`config.mk`:
```
export PLATFORM = sky130hd
export DESIGN_NAME = fm6126_cmd_rx
export DESIGN_NICKNAME = d
export VERILOG_FILES = /design/src/rtl/fm6126_cmd_rx.sv
export SDC_FILE = /design/constraint.sdc
export NUM_CORES = 1
export LEC_CHECK = 0
export BUFFER_PORTS_ARGS = -buffer_cell sky130_fd_sc_hd__buf_2
export CAP_MARGIN = 20
export CORE_UTILIZATION = 40
export DETAILED_ROUTE_END_ITERATION = 12
export GPL_TIMING_DRIVEN = 0
export PLACE_DENSITY = 0.64
export SLEW_MARGIN = 10
export SYNTH_ARGS = -nofsm -noshare
export SYNTH_HDL_FRONTEND = slang
export SYNTH_SLANG_ARGS = --single-unit
```
`constraint.sdc`:
```
create_clock -name clk_in -period 3.01 [get_ports clk_in]
set_input_delay 0.1505 -clock clk_in [delete_from_list [all_inputs] [get_ports clk_in]]
set_output_delay 0.1505 -clock clk_in [all_outputs]
set_load 0.01 [all_outputs]
```
`src/rtl/fm6126_cmd_rx.sv`:
```
`default_nettype none
// +--------------------------------------------------------------------------+
// | fm6126_cmd_rx : FM6126 HUB75 config-stream receiver / register decoder    |
// | rev 1.0                                                                   |
// +--------------------------------------------------------------------------+
module fm6126_cmd_rx #(
  parameter int LED_WIDTH  = 64,
  parameter int CHIP_WIDTH = 16,
  parameter int REG1_LATCH = 12,
  parameter int REG2_LATCH = 13,
  parameter int DATA_LATCH = 3
) (
  input  logic                  clk_in,
  input  logic                  reset,
  input  logic                  pixclock_in,
  input  logic                  latch_in,
  input  logic [2:0]            rgb1_in,
  input  logic [2:0]            rgb2_in,
  output logic                  reg_wr_valid,
  output logic [1:0]            reg_wr_sel,
  output logic [CHIP_WIDTH-1:0] reg_wr_data,
  output logic [CHIP_WIDTH-1:0] reg1_q,
  output logic [CHIP_WIDTH-1:0] reg2_q,
  output logic                  cfg_done,
  output logic                  proto_err,
  output logic [2:0]            err_code
);

  localparam int CNT_W = $clog2(2*LED_WIDTH) + 1;
  localparam int IDX_W = $clog2(CHIP_WIDTH);
  localparam logic [CNT_W-1:0] CNT_MAX = CNT_W'(2*LED_WIDTH);
  localparam logic [CNT_W-1:0] CNT_ROW = CNT_W'(LED_WIDTH);
  localparam logic [3:0] L_REG1 = 4'(REG1_LATCH);
  localparam logic [3:0] L_REG2 = 4'(REG2_LATCH);
  localparam logic [3:0] L_DATA = 4'(DATA_LATCH);

  localparam logic [1:0] ST_IDLE   = 2'd0;
  localparam logic [1:0] ST_SHIFT  = 2'd1;
  localparam logic [1:0] ST_LATCH  = 2'd2;
  localparam logic [1:0] ST_COMMIT = 2'd3;

  localparam logic [2:0] E_NONE = 3'd0;
  localparam logic [2:0] E_LCNT = 3'd1;
  localparam logic [2:0] E_ECNT = 3'd2;
  localparam logic [2:0] E_LANE = 3'd3;
  localparam logic [2:0] E_GAP  = 3'd4;

  logic [7:0]            sync1_q, sync1_d, sync2_q, sync2_d;
  logic                  pix_prev_q, pix_prev_d, lat_prev_q, lat_prev_d;
  logic [1:0]            state_q, state_d;
  logic [CNT_W-1:0]      edge_cnt_q, edge_cnt_d;
  logic [3:0]            latch_cnt_q, latch_cnt_d;
  logic [CHIP_WIDTH-1:0] shift_word_q, shift_word_d;
  logic                  reg_wr_valid_q, reg_wr_valid_d;
  logic [1:0]            reg_wr_sel_q, reg_wr_sel_d;
  logic [CHIP_WIDTH-1:0] reg_wr_data_q, reg_wr_data_d;
  logic [CHIP_WIDTH-1:0] reg1_d, reg2_d;
  logic                  seen1_q, seen1_d, seen2_q, seen2_d;
  logic                  cfg_done_q, cfg_done_d;
  logic                  proto_err_q, proto_err_d;
  logic [2:0]            err_code_q, err_code_d;

  logic                  w_pix, w_lat, w_pe, w_lfall;
  logic [2:0]            w_rgb1, w_rgb2;
  logic                  w_commit, w_accept, w_lane_bad, w_gap;
  logic [1:0]            w_sel;
  logic [2:0]            w_evt;
  logic [CNT_W-1:0]      w_base_edge;
  logic [3:0]            w_base_latch;
  logic [CHIP_WIDTH-1:0] w_base_word;
  logic [IDX_W-1:0]      w_idx;

  always_comb begin
    sync1_d    = {pixclock_in, latch_in, rgb2_in, rgb1_in};
    sync2_d    = sync1_q;
    w_pix      = sync2_q[7];
    w_lat      = sync2_q[6];
    w_rgb2     = sync2_q[5:3];
    w_rgb1     = sync2_q[2:0];
    pix_prev_d = w_pix;
    lat_prev_d = w_lat;
    w_pe       = w_pix & ~pix_prev_q;
    w_lfall    = lat_prev_q & ~w_lat;
  end

  always_ff @(posedge clk_in or negedge reset) begin
    if (!reset) state_q <= ST_IDLE;
    else        state_q <= state_d;
  end

  // A pe landing in the COMMIT cycle starts the next burst rather than being dropped.
  always_comb begin
    state_d = state_q;
    if (state_q == ST_COMMIT) begin
      if (w_pe) state_d = w_lat ? ST_LATCH : ST_SHIFT;
      else      state_d = ST_IDLE;
    end else if (w_lfall) begin
      state_d = ST_COMMIT;
    end else if (w_pe) begin
      if (w_lat)                  state_d = ST_LATCH;
      else if (state_q == ST_IDLE) state_d = ST_SHIFT;
    end
  end

  always_comb begin
    w_commit   = (state_q == ST_COMMIT);
    w_sel      = 2'd0;
    if (latch_cnt_q == L_REG1)      w_sel = 2'd1;
    else if (latch_cnt_q == L_REG2) w_sel = 2'd2;
    else if (latch_cnt_q == L_DATA) w_sel = 2'd3;
    w_accept   = w_commit && (edge_cnt_q == CNT_ROW) && (w_sel != 2'd0);
    w_lane_bad = w_pe && !((w_rgb1 == w_rgb2) && ((&w_rgb1) || (w_rgb1 == 3'd0)));
    w_gap      = w_pe && !w_lat && !w_lfall && (state_q == ST_LATCH);
    w_evt      = E_NONE;
    if (w_commit && (edge_cnt_q != CNT_ROW)) w_evt = E_ECNT;
    else if (w_commit && (w_sel == 2'd0))    w_evt = E_LCNT;
    else if (w_lane_bad)                     w_evt = E_LANE;
    else if (w_gap)                          w_evt = E_GAP;
  end

  always_comb begin
    w_base_edge  = w_commit ? '0 : edge_cnt_q;
    w_base_latch = w_commit ? 4'd0 : latch_cnt_q;
    w_base_word  = w_commit ? '0 : shift_word_q;
    w_idx        = w_base_edge[IDX_W-1:0];
    edge_cnt_d   = w_base_edge;
    latch_cnt_d  = w_base_latch;
    shift_word_d = w_base_word;
    if (w_pe) begin
      if (w_base_edge != CNT_MAX) edge_cnt_d = w_base_edge + 1'b1;
      shift_word_d[w_idx] = w_rgb1[0];
      if (w_lat && (w_base_latch != 4'hF)) latch_cnt_d = w_base_latch + 4'd1;
    end

    reg_wr_valid_d = w_accept;
    reg_wr_sel_d   = w_accept ? w_sel : reg_wr_sel_q;
    reg_wr_data_d  = w_accept ? shift_word_q : reg_wr_data_q;
    reg1_d         = (w_accept && w_sel == 2'd1) ? shift_word_q : reg1_q;
    reg2_d         = (w_accept && w_sel == 2'd2) ? shift_word_q : reg2_q;
    seen1_d        = seen1_q | (w_accept && w_sel == 2'd1);
    seen2_d        = seen2_q | (w_accept && w_sel == 2'd2);
    cfg_done_d     = seen1_d & seen2_d;
    proto_err_d    = proto_err_q | (w_evt != E_NONE);
    err_code_d     = (!proto_err_q && w_evt != E_NONE) ? w_evt : err_code_q;
  end

  always_ff @(posedge clk_in or negedge reset) begin
    if (!reset) begin
      sync1_q        <= '0;
      sync2_q        <= '0;
      pix_prev_q     <= 1'b0;
      lat_prev_q     <= 1'b0;
      edge_cnt_q     <= '0;
      latch_cnt_q    <= 4'd0;
      shift_word_q   <= '0;
      reg_wr_valid_q <= 1'b0;
      reg_wr_sel_q   <= 2'd0;
      reg_wr_data_q  <= '0;
      reg1_q         <= '0;
      reg2_q         <= '0;
      seen1_q        <= 1'b0;
      seen2_q        <= 1'b0;
      cfg_done_q     <= 1'b0;
      proto_err_q    <= 1'b0;
      err_code_q     <= 3'd0;
    end else begin
      sync1_q        <= sync1_d;
      sync2_q        <= sync2_d;
      pix_prev_q     <= pix_prev_d;
      lat_prev_q     <= lat_prev_d;
      edge_cnt_q     <= edge_cnt_d;
      latch_cnt_q    <= latch_cnt_d;
      shift_word_q   <= shift_word_d;
      reg_wr_valid_q <= reg_wr_valid_d;
      reg_wr_sel_q   <= reg_wr_sel_d;
      reg_wr_data_q  <= reg_wr_data_d;
      reg1_q         <= reg1_d;
      reg2_q         <= reg2_d;
      seen1_q        <= seen1_d;
      seen2_q        <= seen2_d;
      cfg_done_q     <= cfg_done_d;
      proto_err_q    <= proto_err_d;
      err_code_q     <= err_code_d;
    end
  end

  assign reg_wr_valid = reg_wr_valid_q;
  assign reg_wr_sel   = reg_wr_sel_q;
  assign reg_wr_data  = reg_wr_data_q;
  assign cfg_done     = cfg_done_q;
  assign proto_err    = proto_err_q;
  assign err_code     = err_code_q;

endmodule
`default_nettype wire

```
**After elaboration in Yosys (flattened, before gate mapping)**

Cells that the tools add are included.

- Logic and storage cells: 95
- Input bits: 10
- Register bits: 106

- Reductions and logical operators: 28
- $lt $le $gt $ge: 2
- Bitwise gates (word level): 8
- Muxes and demuxes: 25
- Equality and inequality tests: 12
- $add $sub $neg: 2

Operators with widths:

| cell | count |
|---|---|
| 16-bit 2-to-1 mux | 2 |
| 8-bit 2-to-1 mux | 3 |
| 2-bit 2-to-1 mux | 10 |
| 16-bit bitwise mux | 1 |
| 1-bit logical AND | 14 |
| 3-bit 2-to-1 mux | 4 |
| 4-bit 2-to-1 mux | 3 |
| 8-bit by 1-bit adder with 8-bit output (second input constant) | 1 |
| 4-bit == test (second input constant) | 2 |
| 8-bit by 7-bit == test with 1-bit output (second input constant) | 1 |
| 8-bit by 7-bit != test with 1-bit output (second input constant) | 1 |
| 8-bit != test (second input constant) | 1 |
| 2-bit == test (second input constant) | 3 |
| 3-bit nonzero test | 2 |
| 4-bit by 5-bit < comparator with 1-bit output (second input constant) | 1 |
| 4-bit by 1-bit adder with 4-bit output (second input constant) | 1 |
| 1-bit demux with 4-bit select | 1 |
| 4-bit by 2-bit == test with 1-bit output (second input constant) | 1 |
| 4-bit by 1-bit >= comparator with 1-bit output (second input constant) | 1 |
| 1-bit logical NOT | 4 |
| 2-bit logical NOT | 2 |
| 4-bit != test (second input constant) | 1 |
| 4-bit nonzero test | 1 |
| 1-bit bitwise AND | 3 |
| 10 further kinds | 13 |

**Logic depth before layout (Yosys ltp)**

Gate-level depths: netlist of the first run.

- Word-level depth: 11
- Mapped depth: 10
- Gate-level depth less buffers: 9

**Worst setup path before layout of the first run**

OpenSTA, ideal clock, no wires.

- Path kind: reg-to-reg
- Start point: register state_q[0]
- End point: register edge_cnt_q[1]
- Slack: 0.599 ns
- Data required time: 2.885 ns
- Arrival: 2.286 ns
- Buffers on the path: 1
- Stages on the path, launching flop included: 10
- Period minus slack after synthesis: 2.411 ns
- Cell sequence: dfrtp_1 ha_1 clkbuf_1 nor2b_1 inv_1 ha_1 nor4b_1 and3_1 a21oi_1 mux2_2

- Word-level cells in the longest chain between the ends: 5
- Elaborated cells on any way between the ends: 6
- Those cells by class: 1 x add/sub; 2 x eq/ne; 3 x mux

RTL lines:

| what | RTL line | source |
|---|---|---|
| start, declared | 50 | `logic [1:0] state_q, state_d;` |
| start signal, assigned | 88 | `else state_q <= state_d;` |
| 2-bit == test (*) | 106 | `w_commit = (state_q == ST_COMMIT);` |
| 8-bit 2-to-1 mux (*) | 122 | `w_base_edge = w_commit ? '0 : edge_cnt_q;` |
| 8-bit by 1-bit adder with 8-bit output or 8-bit != test (tied branches) | 130 | `if (w_base_edge != CNT_MAX) edge_cnt_d = w_base_edge + 1'b1;` |
| 8-bit 2-to-1 mux | 130 |  |
| 8-bit 2-to-1 mux (*) | 129 | `if (w_pe) begin` |
| named net edge_cnt_d[1] | 51 | `logic [CNT_W-1:0] edge_cnt_q, edge_cnt_d;` |
| end signal, assigned | 171 | `edge_cnt_q <= edge_cnt_d;` |
| end, declared | 51 |  |

Mark *: on every way through the listed nets, which the timed path passes. The rest lies on a longest branch.
A chain may end at the register's enable or synchronous reset.

**Final worst setup path of the first run**

Same ends and word-level chain as after synthesis.

==> results of run 1 <==
==> cells by family after synthesis <==
logic type | count (synthesis) | share of synthesized area [%]
DFF | 106 | 60.3
and+or+nand+nor | 90 | 11.1
AOI/OAI and AO/OA | 61 | 8.39
muxes | 50 | 13.5
buffers and inverters | 25 | 2.93
xor gates and xnor gates | 9 | 1.79
adders and majority gates | 7 | 1.99
==> power groups by stage <==
stage | combinational, W | clock [W] | sequential [W]
after floorplan | 0.000336 | 0 | 0.00160
after global placement | 0.000473 | 0 | 0.00161
after detailed placement | 0.000484 | 0 | 0.00162
after CTS | 0.000497 | 0.000860 | 0.00159
after global routing | 0.000554 | 0.000923 | 0.00160
final | 0.000489 | 0.000832 | 0.00159
==> critical path: stages (launching register included) <==
cell and delay [ns]:
dfrtp_1 0.43, ha_1 0.26, clkbuf_1 0.24, nor2b_1 0.38, inv_1 0.16, ha_1 0.24
nor4b_1 0.14, and3_1 0.20, a21oi_1 0.27, mux2_2 0.37
==> layer usage <==
metal | global-route usage [%] | vias to the layer above | share of wire, %
met1 | 22.0 | 1420 | 48
met3 | 2.43 | 13 | 2.8
met2 | 25.3 | 56 | 47
li1 | - | 1401 | -
met5 | 0 | - | 0
met4 | 7.53 | 0 | 2.1
==> cells in the mapped netlist, types with 2 or more instances <==
master    instances  area, um^2
buf_2             3        15.0
inv_1            11        41.3
o22ai_1           2        12.5
ha_1              7        87.6
nand4_1           6        37.5
buf_6             2        22.5
mux2_2           42         473
nand3b_1          5        37.5
nor3_1            2        10.0
o31ai_1           2        15.0
dfrtp_1         106        2650
a21oi_1          19        95.1
mux2_4            8         120
and3_1            6        37.5
nor2b_1           6        37.5
xor2_1            3        26.3
xnor2_1           6        52.6
or2_2             2        12.5
nand2_1          22        82.6
a41oi_1           2        17.5
nand2b_1          3        18.8
clkbuf_1          8        30.0
o311ai_0          5        43.8
nand3_1           3        15.0
nor2_1           25        93.8
o21ai_0          21         105
a31oi_1           2        12.5
==> worst paths after layout <==
check | slack, ns | endpoint | depth (start not counted) | startpoint
setup / recovery | 0.22 | edge_cnt_q[1] | 9 | state_q[0]
hold / removal | 0.23 | sync1_q[5] | 2 | reset
setup reg to reg | 0.22 | edge_cnt_q[1] | 9 | state_q[0]
hold reg to reg | 0.35 | sync2_q[6] | 0 | sync1_q[6]
max in group asynchronous | 2.13 | reg_wr_data[2] | 3 | reset
min in group clk_in | 0.35 | sync2_q[6] | 0 | sync1_q[6]
==> per-stage QoR <==
step           cells  util, %  hold slack [ns]
2_1_floorplan    348        -           -0.145
3_3_place_gp     549     46.6            0.260
3_5_place_dp     550     46.9           0.0705
4_1_cts          575     49.5            0.232
5_1_grt          575     49.5            0.253
6_report         575     49.5            0.230
==> timing repair <==
action | 4_1_cts | 5_1_grt
buffers inserted | 0 | 0
hold endpoints to repair | 44 | 0
hold buffers | 9 | 0
==> layout make-up <==
cell class | instances | share of cell area (%)
Buffer | 14 | 1.68
Inverter | 11 | 0.793
Tap cell | 136 | 3.27
Sequential cell | 106 | 51.0
Clock inverter | 6 | 0.914
Timing Repair Buffer | 75 | 8.63
Clock buffer | 10 | 2.64
Multi-Input combinational cell | 217 | 31.1
==> registers in the layout, summed over array words and instances (netlist names), 2 cells and up <==
signal and count:
edge_cnt_q 8, reg_wr_sel 2, shift_word_q 16, err_code 3, sync2_q 8, sync1_q 8, latch_cnt_q 4, reg_wr_data 16
reg2_q 16, reg1_q 16, state_q 2
==> flow_summary_export.csv, run 1 <==
group,metric,value,unit
drt,via_per_inst,5.03,
sta,fin_crit_sh,92.6,%
placed_design,pre_cts_slack,0.227,ns
global_routing,grt_usage,16.1,%
floorplanning,core,10500,um^2
sta,timing.fmax,359,MHz
synthesis,ys.flop_type,"dfrtp_1",
power,ir_worst_vdd,0.271,mV
clocking,cts_tree,"built",
global_routing,grt_max_degree,71,
floorplanning,placement_rows,37,
global_routing,first_global_vias,2849,
global_routing,antenna_found_initial,0,
setup_path,cp.arrival,3.05,ns
global_routing,grt_pass1_wl,14400,um
layout,drive_above_1_share,32.8,%
sta,slew_headroom,64.0,%
synthesis,syn_inst,348,
power,p_int,0.00201,W
power,power,0.00291,W
sta,rsz0062_at_grt,"false",
sta,tightest_slew,0.539,ns
synthesis,yosysUniqueCellTypes,46,
clocking,clock_latency,0.37,ns
sta,fin_ws,0.222,ns
placed_design,hpwl,5850,um
clocking,cts.sinks,106,
setup_path,setup.worst_path.class,"flop to flop",
sta,fin_tns_setup,0,ns
global_routing,grt_overflow,0,
synthesis,synthesis.nets,365,
sta,finClkSkew,0.0117,ns
layout,fin_area,5200,um^2
floorplanning,die_w,107,um
sta,finalCriticalPeriod,2.79,ns
clocking,clk_pin_slew,0.10,ns
clocking,post_cts_resized,0,
power,power_switching,0.000901,W
floorplanning,dieArea,11400,um^2
min_path,hold_class,"input pin to async pin",
synthesis,syn_avg_cell_area,12.6,um^2
setup_path,worstPathRequired,3.27,ns
sta,final-setup-viol-count,0,
layout,layout_common_cells,"dfrtp_1, buf_2, mux2_2",
layout,diodes,0,
floorplanning,io_pins,66,
drt,wire_per_inst,14.6,um
drt,num_vias,2890,
power,p_leak,2.62,nW
synthesis,synth_seq_area_share,60.3,%
sta,finalHoldViolCount,0,
clocking,cts_root_buf,"clkbuf_8",
synthesis,synth-seq-cells,106,
placed_design,port_buffers,65,
clocking,cts_max_path_buffers,2,
synthesis,async_flop_share,100,%
floorplanning,die_y,107,um
layout,nets,451,
layout,regArea,2650,um^2
setup_path,crit_path_max_fanout,10,
synthesis,yosys_warnings,0,
setup_path,start_kind,"flop",
power,power_frac_clock,28.6,%
placed_design,place_area,4930,um^2
layout,multi_input_area,1620,um^2
floorplanning,start_util,41.9,%
layout,final_common_cell,"dfrtp_1",
power,power_density,559,nW/um^2
synthesis,synth_edf_count,0,
drt,drc_errors,0,
setup_path,worst_setup_path_end_kind,"flop",
status,status,"complete, no violations",
drt,first_iter_violations,100,
power,power_frac_seq,54.6,%
clocking,cts_buffers,9,
flow_run,drv_cap,0,
layout,fill_cells,948,
drt,drt_first_pass_iters,4,
power,combPwrFrac,16.8,%
placed_design,place_congestion,0.819,
synthesis,syn_area,4400,um^2
drt,routed_wl,8380,um
clocking,cts_max_level,3,
layout,area_growth,18.3,%
power,swShare,31.0,%
drt,ant_nets,0,
sta,drv_slew,0,
Power figures use the tool's default switching activity.
==> run 2, diff against run 1 <==
- BUFFER_PORTS_ARGS: -buffer_cell sky130_fd_sc_hd__buf_2 -> -buffer_cell sky130_fd_sc_hd__buf_4
- CORE_UTILIZATION: 40 -> 45
- HOLD_SLACK_MARGIN: default -> 0.03
- PLACE_DENSITY: 0.64 -> 0.7
==> run 2 against run 1 <==
Critical path depth is the same; via count up 2.6%; clock power increased by 11%; critical endpoint unchanged; first-iteration DRC count fell by 17%; global-route usage up 2.5 points; register-to-register slack improved by 0.11 ns; die area is 11% lower; cell count is 1.4% lower.
==> flow_summary_export.csv, run 2 (synthesized netlist as in run 1, its figures left out) <==
group,metric,value,unit
floorplanning,die_w,101,um
setup_path,worstPathCellList,"ha_1 -> clkbuf_1 -> nor2b_2 -> inv_1 -> ha_1 -> nor4b_1 -> and3_1 -> a21oi_1 -> mux2_2",
sta,tightest_slew,0.959,ns
floorplanning,start_util,46.9,%
power,p_leak,2.63,nW
layout,diodes,0,
min_path,whs_endpoint,"sync2_q[7]",
setup_path,crit_path_max_fanout,10,
floorplanning,io_pins,66,
sta,fin_crit_sh,89.0,%
global_routing,grt_pass1_wl,14500,um
min_path,hp-start,"sync1_q[7]",
placed_design,place_congestion,0.839,
placed_design,port_buffers,65,
setup_path,reg2regPathDepth,9,
sta,finClkSkew,0.0196,ns
sta,holdWs,0.355,ns
floorplanning,core,9370,um^2
layout,layout_common_cells,"dfrtp_1, buf_4, mux2_2",
global_routing,grt_usage,18.6,%
drt,drt_first_pass_iters,4,
global_routing,grt_overflow,0,
placed_design,place_area,5050,um^2
clocking,cts_max_level,3,
global_routing,antenna_found_initial,0,
setup_path,worstPathRequired,3.26,ns
sta,finalCriticalPeriod,2.68,ns
global_routing,grt_max_degree,107,
clocking,clock_latency,0.38,ns
flow_run,drv_cap,0,
min_path,hold_depth,0,
drt,ant_nets,0,
sta,rsz0062_at_grt,"false",
status,status,"complete, no violations",
setup_path,r2r_slack,0.33,ns
power,ir_worst_vdd,0.277,mV
setup_path,cp.arrival,2.93,ns
power,power_density,564,nW/um^2
drt,drc_errors,0,
drt,first_iter_violations,83,
layout,area_growth,21.7,%
clocking,cts.sinks,106,
drt,routed_wl,8640,um
layout,instances_no_fill,567,
layout,fill_cells,841,
setup_path,cp_num_buf_inv,2,
layout,drive_above_1_share,32.9,%
clocking,cts_root_buf,"clkbuf_8",
drt,via_per_inst,5.23,
drt,num_vias,2965,
placed_design,place_inst,542,
layout,nets,450,
setup_path,start_kind,"flop",
floorplanning,die_y,101,um
sta,fin_tns_setup,0,ns
sta,drv_slew,0,
placed_design,hpwl,5730,um
setup_path,rr_endpoint,"edge_cnt_q[1]",
setup_path,slowest_stage,"dfrtp_1",
layout,fin_area,5360,um^2
clocking,cts_tree,"built",
layout,final_common_cell,"dfrtp_1",
setup_path,setup.worst_path.class,"flop to flop",
min_path,hold_class,"flop to flop",
clocking,cts_buffers,9,
sta,slew_headroom,36.1,%
setup_path,worst_setup_path_end_kind,"flop",
sta,final-setup-viol-count,0,
global_routing,first_global_vias,2983,
floorplanning,dieArea,10200,um^2
setup_path,cpMostUsedCell,"ha_1",
setup_path,cpLargestDelayFamily,"simple AND/OR/NAND/NOR gates",
setup_path,r2r-start,"state_q[0]",
clocking,clk_pin_slew,0.09,ns
clocking,cts_max_path_buffers,2,
sta,timing.fmax,373,MHz
floorplanning,placement_rows,35,
drt,wire_per_inst,15.2,um
setup_path,slowest_delay,0.42,ns
clocking,post-cts-setup-buffer-count,0,
sta,finalHoldViolCount,0,
==> run 2: worst max-delay path by stage <==
stage	cells past startpoint	start	to
6_report	9	state_q[0]	edge_cnt_q[1]
3_3_place_gp	9	state_q[0]	edge_cnt_q[1]
3_5_place_dp	9	state_q[0]	edge_cnt_q[1]
4_1_cts	9	state_q[0]	edge_cnt_q[1]
5_1_grt	9	state_q[1]	edge_cnt_q[1]
2_1_floorplan	9	state_q[0]	edge_cnt_q[1]
==> run 2: report_power, final <==
group / switching [W] / internal, W
Clock: 0.000507 / 0.000416
Combinational: 0.000326 / 0.000181
Sequential: 0.0000887 / 0.00150
Total: 0.000921 / 0.00210
==> run 2: per-layer routing <==
metal	vias to the layer above	GRT usage, %	share of wire, %
met1	1480	25.0	45
met2	76	29.8	49
met5	-	0	0
met3	14	2.98	4.1
li1	1395	-	-
met4	0	8.47	1.8
==> run 2: through the flow <==
stage | worst slack [ns] | util (%) | power [W]
after floorplan | 0.599 | - | 0.00193
after global placement | 0.300 | 53.9 | 0.00209
after CTS | 0.204 | 57.1 | 0.00304
after global routing | 0.117 | 57.1 | 0.00319
final | 0.331 | 57.1 | 0.00302
after detailed placement | 0.239 | 53.9 | 0.00211
==> run 2: cell type report <==
type,instances,area (um^2),area share [%]
timing repair buffer,74,582,10.9
buffer,14,87.6,1.64
sequential,106,2650,49.5
inverter,11,41.3,0.771
multi-input combinational,217,1620,30.3
clock buffer,10,138,2.57
tap,129,161,3.01
clock inverter,6,72.6,1.36
==> run 2: timing repair <==
action / in CTS / in global routing
endpoints found under the hold margin: 114 / 0
hold buffers: 9 / 0
setup endpoints to repair: 0 / 1
gates resized for setup: 0 / 1
==> run 3, diff against run 2 <==
- CORE_ASPECT_RATIO: default -> 0.7
- CORE_MARGIN: default -> 2
==> run 3 against run 2 <==
Cell count is 0.53% lower; die area rose by 4.1%; core utilization shrank 0.41 points; worst hold slack got worse by 0.0067 ns; via count rose by 0.37%; sequential power barely moved; total power rose by 9.7%; clock-buffer cell count rose by 1; highest routed layer unchanged.
==> flow_summary_export.csv, run 3 (synthesized netlist as in run 1, its figures left out) <==
group,metric,value,unit
status,status,"complete, no violations",
sta,final-setup-viol-count,0,
sta,tightest_slew,0.930,ns
placed_design,hpwl,6040,um
drt,first_iter_violations,117,
placed_design,place_congestion,0.830,
clocking,cts.sinks,106,
floorplanning,dieArea,10600,um^2
layout,drive_above_1_share,32.3,%
drt,num_vias,2976,
layout,area_growth,23.9,%
sta,finalHoldViolCount,0,
drt,routed_wl,8700,um
setup_path,worstPathRequired,3.24,ns
global_routing,met2_usage,25.6,%
floorplanning,placement_rows,30,
floorplanning,core,9610,um^2
global_routing,grt_usage,17.5,%
layout,layout_common_cells,"dfrtp_1, buf_4, mux2_2",
sta,finClkSkew,0.00576,ns
flow_run,drv_cap,0,
clocking,cts_max_path_buffers,2,
setup_path,start_kind,"flop",
global_routing,met3_usage,4.80,%
sta,fin_crit_sh,88.7,%
global_routing,grt_busiest_layer,"met2",
clocking,cts_max_level,3,
drt,drt_first_pass_iters,4,
layout,instances_no_fill,564,
setup_path,cp.arrival,2.90,ns
clocking,cts_root_buf,"clkbuf_16",
placed_design,place_inst,541,
drt,drc_errors,0,
floorplanning,start_util,45.8,%
sta,slew_headroom,38.0,%
clocking,clock_latency,0.34,ns
clocking,cts_tree,"built",
global_routing,antenna_found_initial,0,
clocking,clk_pin_slew,0.06,ns
global_routing,grt_max_degree,107,
layout,utilization,56.7,%
global_routing,grt.met1_usage,25.4,%
sta,rsz0062_at_grt,"false",
power,power,0.00332,W
sta,timing.fmax,375,MHz
floorplanning,io_pins,66,
layout,final_common_cell,"dfrtp_1",
setup_path,worst_setup_path_end_kind,"flop",
sta,fin_tns_setup,0,ns
drt,via_per_inst,5.28,
global_routing,first_global_vias,2821,
floorplanning,die_y,86.7,um
setup_path,crit_path_max_fanout,10,
setup_path,setup.worst_path.class,"flop to flop",
drt,ant_nets,0,
floorplanning,die_w,122,um
sta,finalCriticalPeriod,2.67,ns
power,p_leak,2.68,nW
layout,diodes,0,
power,ir_worst_vdd,0.413,mV
min_path,hold_class,"flop to flop",
power,power_density,608,nW/um^2
setup_path,r2r_slack,0.34,ns
drt,wire_per_inst,15.4,um
sta,drv_slew,0,
layout,nets,450,
layout,fill_cells,833,
global_routing,grt_pass1_wl,14100,um
global_routing,grt_overflow,0,
clocking,cts_buffers,9,
placed_design,port_buffers,65,
run 3: cell types whose count changed in the layout (fill, tap and decap cells not counted):
cell        before  now
clkbuf_16        0    9
bufinv_16        1    2
clkbuf_8        10    1
clkinv_2         0    1
clkinv_4         2    0
clkbuf_1         8    9
clkinvlp_4       1    0
inv_6            2    0
run 3: final cells by class:
type                            instances  area (um^2)  share of cell area, %
Timing Repair Buffer                   74          582                   10.7
Buffer                                 14         87.6                   1.61
Inverter                               11         41.3                  0.757
Clock buffer                           11          243                   4.45
Multi-Input combinational cell        217         1620                   29.7
Sequential cell                       106         2650                   48.7
Tap cell                              128          160                   2.94
Clock inverter                          3         65.1                   1.19
run 3: routing by layer:
layer	part of all wire, %	vias to the layer above
li1	-	1400
met1	49	1486
met2	45	85
met3	5.6	5
met4	0.82	0
met5	0	-
run 3: where the power goes:
part           switching, W  internal [W]
logic              0.000332      0.000181
clock network      0.000467      0.000740
registers         0.0000900       0.00151
run 3: timing repair:
action / CTS / global route
resized for setup: 0 / 1
setup buffers: 0 / 0
hold endpoints to repair: 114 / 0
hold buffers: 9 / 0
endpoints found under the setup margin: 0 / 1
run 3: worst max-delay path: stages (launching register included):
cell and delay, ns:
dfrtp_1 0.41, ha_1 0.27, clkbuf_1 0.25, nor2b_2 0.29, inv_1 0.13, ha_1 0.24, nor4b_1 0.14, and3_1 0.21
a21oi_1 0.26, mux2_2 0.37
run 3: through the flow:
stage | area, um^2 | hold slack, ns | setup slack [ns]
3_3_place_gp | 5050 | 0.260 | 0.273
3_5_place_dp | 5050 | 0.261 | 0.215
4_1_cts | 5450 | 0.349 | 0.199
5_1_grt | 5450 | 0.353 | 0.129
2_1_floorplan | 4400 | -0.145 | 0.599
6_report | 5450 | 0.348 | 0.341
run 3: path summary, 6_finish.rpt:
| check | start | endpoint | cells past startpoint |
|---|---|---|---|
| worst max-delay path | state_q[0] | edge_cnt_q[1] | 9 |
| worst min-delay path | sync1_q[7] | sync2_q[7] | 0 |
| worst max register to register | state_q[0] | edge_cnt_q[1] | 9 |
| worst min register to register | sync1_q[7] | sync2_q[7] | 0 |
| max in group asynchronous | reset | sync2_q[6] | 2 |
| min in group asynchronous | reset | reg_wr_data[5] | 2 |
